--- config.mk ---
export PLATFORM = sky130hd
export DESIGN_NAME = iterative_divide_unit
export DESIGN_NICKNAME = d
export VERILOG_FILES = /design/src/rtl/iterative_divide_unit.sv
export SDC_FILE = /design/constraint.sdc
export NUM_CORES = 1
export LEC_CHECK = 0
export CAP_MARGIN = 0
export CORE_UTILIZATION = 40
export CTS_CLUSTER_SIZE = 24
export DETAILED_ROUTE_END_ITERATION = 16
export GPL_TIMING_DRIVEN = 0
export PLACE_DENSITY = 0.58
export SLEW_MARGIN = 20
export SYNTH_ARGS = -nofsm -noshare
export SYNTH_HDL_FRONTEND = slang
export SYNTH_SLANG_ARGS = --single-unit
export TNS_END_PERCENT = 100
--- constraint.sdc ---
create_clock -name CLK -period 3.45 [get_ports CLK]
set_clock_uncertainty 0.2 [all_clocks]
set_input_delay 0.5175 -clock CLK [delete_from_list [all_inputs] [get_ports CLK]]
set_output_delay 0.5175 -clock CLK [all_outputs]
set_load 0.005 [all_outputs]
--- src/rtl/iterative_divide_unit.sv ---
// Multi-cycle restoring integer divider for RV32M/RV64M: one operation in flight,
// BITS_PER_CYCLE quotient bits per CALC cycle, tagged single-cycle completion pulse.
module iterative_divide_unit #(
    parameter int XLEN           = 32,
    parameter int BITS_PER_CYCLE = 1,
    parameter int TAG_W          = 5
) (
    input  logic             CLK,
    input  logic             nRST,
    input  logic             start,
    output logic             ready,
    output logic             busy,
    input  logic [XLEN-1:0]  rs1_data,
    input  logic [XLEN-1:0]  rs2_data,
    input  logic             is_signed,
    input  logic             div_type,
    input  logic [TAG_W-1:0] tag_in,
    input  logic             flush,
    output logic             done,
    output logic [XLEN-1:0]  wdata,
    output logic [TAG_W-1:0] tag_out
);

    localparam int N     = XLEN / BITS_PER_CYCLE;
    localparam int CNT_W = $clog2(N + 1);
    localparam logic [XLEN-1:0] MIN_INT = {1'b1, {(XLEN-1){1'b0}}};

    typedef enum logic [1:0] {IDLE, CALC, FIX, DONE} state_t;

    state_t            state, next_state;
    logic [CNT_W-1:0]  cnt;
    logic [XLEN-1:0]   dvsr, quo, rem;
    logic              neg_q, neg_r, sel_quo;
    logic [TAG_W-1:0]  tag_q;

    logic              accept, div_by_zero, overflow, special;
    logic              rs1_neg, rs2_neg;
    logic [XLEN-1:0]   rs1_mag, rs2_mag, special_result, fix_result;
    logic [XLEN-1:0]   quo_nxt, rem_nxt;
    logic [XLEN:0]     shifted, trial;

    assign accept      = start & ready & ~flush;
    assign rs1_neg     = is_signed & rs1_data[XLEN-1];
    assign rs2_neg     = is_signed & rs2_data[XLEN-1];
    assign rs1_mag     = rs1_neg ? -rs1_data : rs1_data;
    assign rs2_mag     = rs2_neg ? -rs2_data : rs2_data;
    assign div_by_zero = (rs2_data == '0);
    assign overflow    = is_signed & (rs1_data == MIN_INT) & (rs2_data == '1);
    assign special     = div_by_zero | overflow;

    always_comb begin
        special_result = '0;
        if (div_by_zero)
            special_result = div_type ? '1 : rs1_data;
        else if (overflow)
            special_result = div_type ? MIN_INT : '0;
    end

    // Quotient bits enter at the LSB of quo as the dividend bits shift out of its MSB.
    always_comb begin
        quo_nxt = quo;
        rem_nxt = rem;
        shifted = '0;
        trial   = '0;
        // NOTE: blocking assignments here are deliberate; each loop pass feeds the next
        // combinationally so one CALC cycle retires BITS_PER_CYCLE steps.
        for (int i = 0; i < BITS_PER_CYCLE; i++) begin
            shifted = {rem_nxt, quo_nxt[XLEN-1]};
            trial   = shifted - {1'b0, dvsr};
            rem_nxt = trial[XLEN] ? shifted[XLEN-1:0] : trial[XLEN-1:0];
            quo_nxt = {quo_nxt[XLEN-2:0], ~trial[XLEN]};
        end
    end

    assign fix_result = sel_quo ? (neg_q ? -quo : quo) : (neg_r ? -rem : rem);

    // NOTE: sequential state uses non-blocking assignments only.
    always_ff @(posedge CLK or negedge nRST) begin
        if (!nRST)
            state <= IDLE;
        else
            state <= next_state;
    end

    always_comb begin
        next_state = state;
        if (flush) begin
            next_state = IDLE;
        end else begin
            unique case (state)
                IDLE, DONE: next_state = accept ? (special ? DONE : CALC) : IDLE;
                CALC:       if (cnt == CNT_W'(1)) next_state = FIX;
                FIX:        next_state = DONE;
                default:    next_state = IDLE;
            endcase
        end
    end

    always_comb begin
        ready = (state == IDLE) | (state == DONE);
        busy  = (state == CALC) | (state == FIX);
        done  = (state == DONE);
    end

    // NOTE: every flop here is a plain register (no memory array), so all of them
    // take the asynchronous reset and outputs are defined straight out of reset.
    always_ff @(posedge CLK or negedge nRST) begin
        if (!nRST) begin
            cnt     <= '0;
            dvsr    <= '0;
            quo     <= '0;
            rem     <= '0;
            neg_q   <= 1'b0;
            neg_r   <= 1'b0;
            sel_quo <= 1'b0;
            tag_q   <= '0;
            wdata   <= '0;
            tag_out <= '0;
        end else if (accept) begin
            quo     <= rs1_mag;
            rem     <= '0;
            dvsr    <= rs2_mag;
            neg_q   <= rs1_neg ^ rs2_neg;
            neg_r   <= rs1_neg;
            sel_quo <= div_type;
            tag_q   <= tag_in;
            cnt     <= special ? '0 : CNT_W'(N);
            if (special) begin
                wdata   <= special_result;
                tag_out <= tag_in;
            end
        end else if (!flush) begin
            if (state == CALC) begin
                quo <= quo_nxt;
                rem <= rem_nxt;
                cnt <= cnt - CNT_W'(1);
            end else if (state == FIX) begin
                wdata   <= fix_result;
                tag_out <= tag_q;
            end
        end
    end

endmodule

Word-level counts from Yosys, hierarchy flattened --
Cells that the tools add are included.
Word-level totals: bits in registers 149, input port bits 75, output and inout bits 40, logic and storage cells 81
Cells by class: $add $sub $neg 6, equality and inequality tests 10, mux-type cells 35, bitwise operators 12, reduce and logical (&&, ||, !) cells 7
Operator list (count):
- $mux 32 | 21
- $neg 32->32 | 4
- $eq 32x32->1 const B | 2
- $sub 33x32->33 | 1
- $logic_not 32->1 | 1
- $mux 5 | 5
- $mux 6 | 4
- $mux 2 | 4
- $and 1x1->1 | 6
- $eq 6x1->1 const B | 1
- $pmux 2 s3 | 1
- $sub 6x1->6 const B | 1
- $eq 2x2->1 const B | 2
- $ne 2x1->1 const B | 2
- $reduce_and 4->1 | 1
- $reduce_bool 2->1 | 2
- $ne 3x3->1 const B | 1
- $or 1x1->1 | 3
- $eq 2x1->1 const B | 1
- $logic_not 2->1 | 1
- $ne 2x2->1 const B | 1
- $not 1->1 | 2
- $reduce_and 2->1 | 1
- $reduce_or 2->1 | 1
- $xor 1x1->1 | 1

Logic depth before layout (Yosys ltp) --
word-level depth 8, depth in mapped cells 13, mapped depth without buffers 12

Worst setup path before layout --
OpenSTA, ideal clock, no wires.
path kind reg-to-reg, from register quo[31], to register rem[0], library setup time 0.122 ns, data arrival time 2.932 ns, path slack 0.196 ns, stages on the path, launching flop included 14, path buffers 1, cell sequence dfrtp_1 > inv_1 > ha_1 > fa_1 > nand2b_1 > a21o_1 > a211o_1 > a21oi_1 > o32ai_2 > o21ai_2 > a211o_1 > buf_2 > nand3_1 > a32o_1
Between the ends: cells in the longest elaborated chain, start to end 5
RTL lines:
- from (decl) | line 32 | logic [XLEN-1:0] dvsr, quo, rem;
- from (signal assigned) | line 120 | quo <= rs1_mag;
- from (signal assigned) | line 134 | quo <= quo_nxt;
- $sub 33x32->33 | line 69 | trial = shifted - {1'b0, dvsr};
- $mux 32 (*) | line 70 | rem_nxt = trial[XLEN] ? shifted[XLEN-1:0] : trial[XLEN-1:0];
- $mux 32 (*) | line 133 | if (state == CALC) begin
- $mux 32 (*) | line 132 | end else if (!flush) begin
- $mux 32 (*) | line 119 | end else if (accept) begin
- to (signal assigned) | line 135 | rem <= rem_nxt;
- to (decl) | line 32
Mark *: on every way between the ends. The rest lies on a longest branch, timed or not. The select of a mux whose other input is x is not followed. A chain may end at the register's enable or synchronous reset.

Worst setup path after layout --
from register quo[31], to register rem[8]
Between the ends: cells in the longest elaborated chain, start to end 5
RTL lines (line):
- $sub 33x32->33 | 69
- $mux 32 | 70
- $mux 32 | 133
- $mux 32 | 132
- $mux 32 | 119
No other way between the ends. The select of a mux whose other input is x is not followed.

==> results by group <==
Drt
  • WL/cell: 20.67 µm
  • Residual DRC count: 0
  • Post-route ant nets: 0
  • Drt total wl: 39.78 mm
  • Number of vias per cell: 5.777
  • DR pass1 iterations: 5
  • Via Count: 11.11k
  • 1st-iter DRT viols: 961

Logic synthesis
  • Post-synthesis instance total: 1,370
  • Synth Net Count: 1,488
  • Post-synth cell types: 68
  • Number of flops mapped to enable cells by yosys: 0
  • Syn Area/Cell: 8.189 µm²
  • Yosys warns: 0
  • Async S/R FF share, synth: 1.000
  • Yosys reg bits: 149
  • Post-synth design cell area: 11,220 µm²
  • Top FF cell, synth: dfrtp_1
  • Sequential share of the synthesized area: 0.3324

STA
  • Rel. slew slack: 0.4590
  • Final Setup Violations: 16
  • Final worst path period share: 1.010
  • Max Clk Rate: 0.2870 GHz
  • Slew Viols, Final: 0
  • RSZ-0062 raised after global routing: yes
  • Final hold vios: 0
  • Slack of the critical path: -0.03415 ns
  • Clock period minus worst slack: 3.484 ns
  • Worst-Margin Slew: approximately 0.8 ns
  • Fin Setup TNS: -0.2979 ns

Finish
  • Layout area overhead: 26.96%
  • Nets: between 1.5k and 2k
  • Diode count: 0
  • Final non-filler cell total: 1,924
  • Commonest non-fill, non-tap cell in the layout: nand2_1
  • Layout cells sized above 1: 0.1224
  • Most frequent cells in the layout: 183 x nand2_1, 156 x o21ai_0, 137 x dfrtp_1

Global route
  • Largest net degree at the start of global routing: 97
  • First-pass GRT wire length: 61.27 mm
  • Grt ovf: 0
  • Antenna violations before repair: 0
  • Number of global-route vias before repair: between 10k and 15k
  • Gr usage total: 0.2776

CTS
  • Reg clk slew, reported paths: 0.07 ns
  • H-tree levels: 4
  • Clock sinks: 149
  • CTS max path bufs: 2
  • CTS tree: yes
  • Root Buffer: clkbuf_16
  • Clock Latency Late Sink: between 0.4 and 0.5 ns
  • Inserted Clock Buffers: 17

Worst setup path
  • CP endpoint: rem[8]
  • Worst Setup End Kind: flop
  • R2R cell count: 14
  • Worst R2R End: rem[8]
  • Critical path launch point type: flop
  • RR Startpoint: quo[31]
  • Worst-path fanout max: 7
  • WS Path Type: reg -> reg
  • CP startpoint: quo[31]
  • Required time worst endpoint: 3.56 ns
  • CP Data Arrival Time: 3.60 ns
  • Worst reg2reg setup slack: -0.03 ns

Die
  • Die Height: 169.5 µm
  • I/O pin count: approximately 120
  • Chip Width: around 170 µm
  • Row cnt: 60
  • Initial Util: 0.4117
  • Die ar.: 28,720 µm²
  • Core area: 27,250 µm²

Power and ir drop
  • Leakage: about 6 nW
  • Pwr per Cell Area: 675.4 nW/µm²
  • Worst VDD drop: 0.0004189 V

Place
  • PortBufs: between 100 and 150
  • Dpl hpwl: 30.14 mm
  • # placed instances: 1,857
  • GPL Wtd Cong: approximately 0.95

Min path
  • Hold WC Path Type: in -> reg

Run status
  • Status: complete, but fails checks
  • Failing checks: negative setup slack

Job
  • Maximum Capacitance Violations: 0
==> state kept, by name (all words and copies together), names as in the netlist <==
signal   count
sel_quo      1
state        2
tag_out      5
wdata       32
dvsr        32
rem         32
tag_q        5
neg_r        1
cnt          6
quo         32
neg_q        1
==> worst max-delay path, cell delays in order, from the launching register on <==
cell	delay, ns
dfrtp_1	0.41
inv_4	0.08
ha_4	0.17
fa_2	0.37
nand2b_4	0.16
a21o_1	0.17
a211o_1	0.33
a21oi_4	0.22
o32ai_4	0.15
buf_6	0.16
o21ai_4	0.19
a211o_4	0.27
buf_6	0.16
a21oi_2	0.05
a221o_1	0.26
==> layer usage <==
| metal | share of wire | vias up | global-route usage |
|---|---|---|---|
| li1 | - | 5307 | - |
| met1 | 0.44 | 5355 | 0.3701 |
| met2 | 0.47 | 380 | 0.4595 |
| met3 | 0.049 | 72 | 0.02892 |
| met4 | 0.035 | 0 | 0.1140 |
| met5 | 0 | - | 0 |
==> per-stage QoR <==
stage | setup WS, ns | hold slack, ns | area, µm² | util | total power [mW]
floorplan | 0.1961 | 0.02191 | 11220 | - | 5.717
global route | -0.1218 | 0.2613 | 14240 | 0.5226 | 10.31
finish | -0.03415 | 0.2664 | 14240 | 0.5226 | 9.619
CTS | 0.0007796 | 0.2719 | 13710 | 0.5033 | 9.423
global placement | -4.682 | 0.2532 | 12820 | 0.4706 | 7.363
detailed placement | -1.291 | 0.2549 | 12860 | 0.4718 | 7.407
==> cells in the mapped netlist (24+ instances only) <==
library cell  instances  area share
inv_1                57       0.019
a22oi_1              30       0.020
a21oi_1              97       0.043
nand4_1              24       0.013
dfrtp_1             149        0.33
nor2_1               74       0.025
o31ai_1              26       0.017
a21o_1               39       0.026
xnor2_1              81       0.063
o211ai_1             46       0.031
clkbuf_1             59       0.020
nand2_1             186       0.062
o21ai_0             157       0.070
ha_1                 42       0.047
xor2_1               66       0.052
nor3_1               26       0.012
==> power breakdown <==
part	switching [mW]	leakage, nW	internal [mW]
clock network	0.854	0.293	1.06
logic	2.75	3.81	2.02
registers	0.561	1.92	2.38
total	4.16	6.02	5.46
==> final cells by class <==
class                           count  area (µm²)
Timing Repair Buffer              154        1503
Inverter                           57       216.5
Buffer                             73       359.1
Clock buffer                       19       452.9
Clock inverter                     13       140.1
Fill cell                        2689       13010
Multi-Input combinational cell   1087        7362
Sequential cell                   149        3744
Tap cell                          372       465.4
==> repair_timing <==
action                                  CTS  global route
hold buffers                              1             0
buffers inserted                          8            25
endpoints found under the hold margin    53             0
pin swaps                                13            29
endpoints found under the setup margin   71           114
cloned                                    1             4
gates resized for setup                  60            99
==> logic make-up after synthesis <==
group           Yosys count  share of synthesized area
compound gates          479                     0.2772
xor+xnor                147                     0.1148
buf+inv                 134                    0.04673
fa+ha+maj                43                    0.04863
simple gates            411                     0.1734
mux                       7                   0.006915
flops                   149                     0.3324
==> worst min-delay path by stage <==
stage | startpoint | to | slack [ns] | cells past startpoint
finish | rs1_data[31] | quo[31] | 0.27 | 3
global route | rs1_data[31] | quo[31] | 0.26 | 3
CTS | tag_q[1] | tag_q[1] | 0.27 | 2
detailed placement | tag_q[1] | tag_q[1] | 0.25 | 2
global placement | tag_q[0] | tag_q[0] | 0.25 | 2
floorplan | nRST | cnt[0] | 0.02 | 0
No activity file was read; power rests on OpenSTA's default activity.
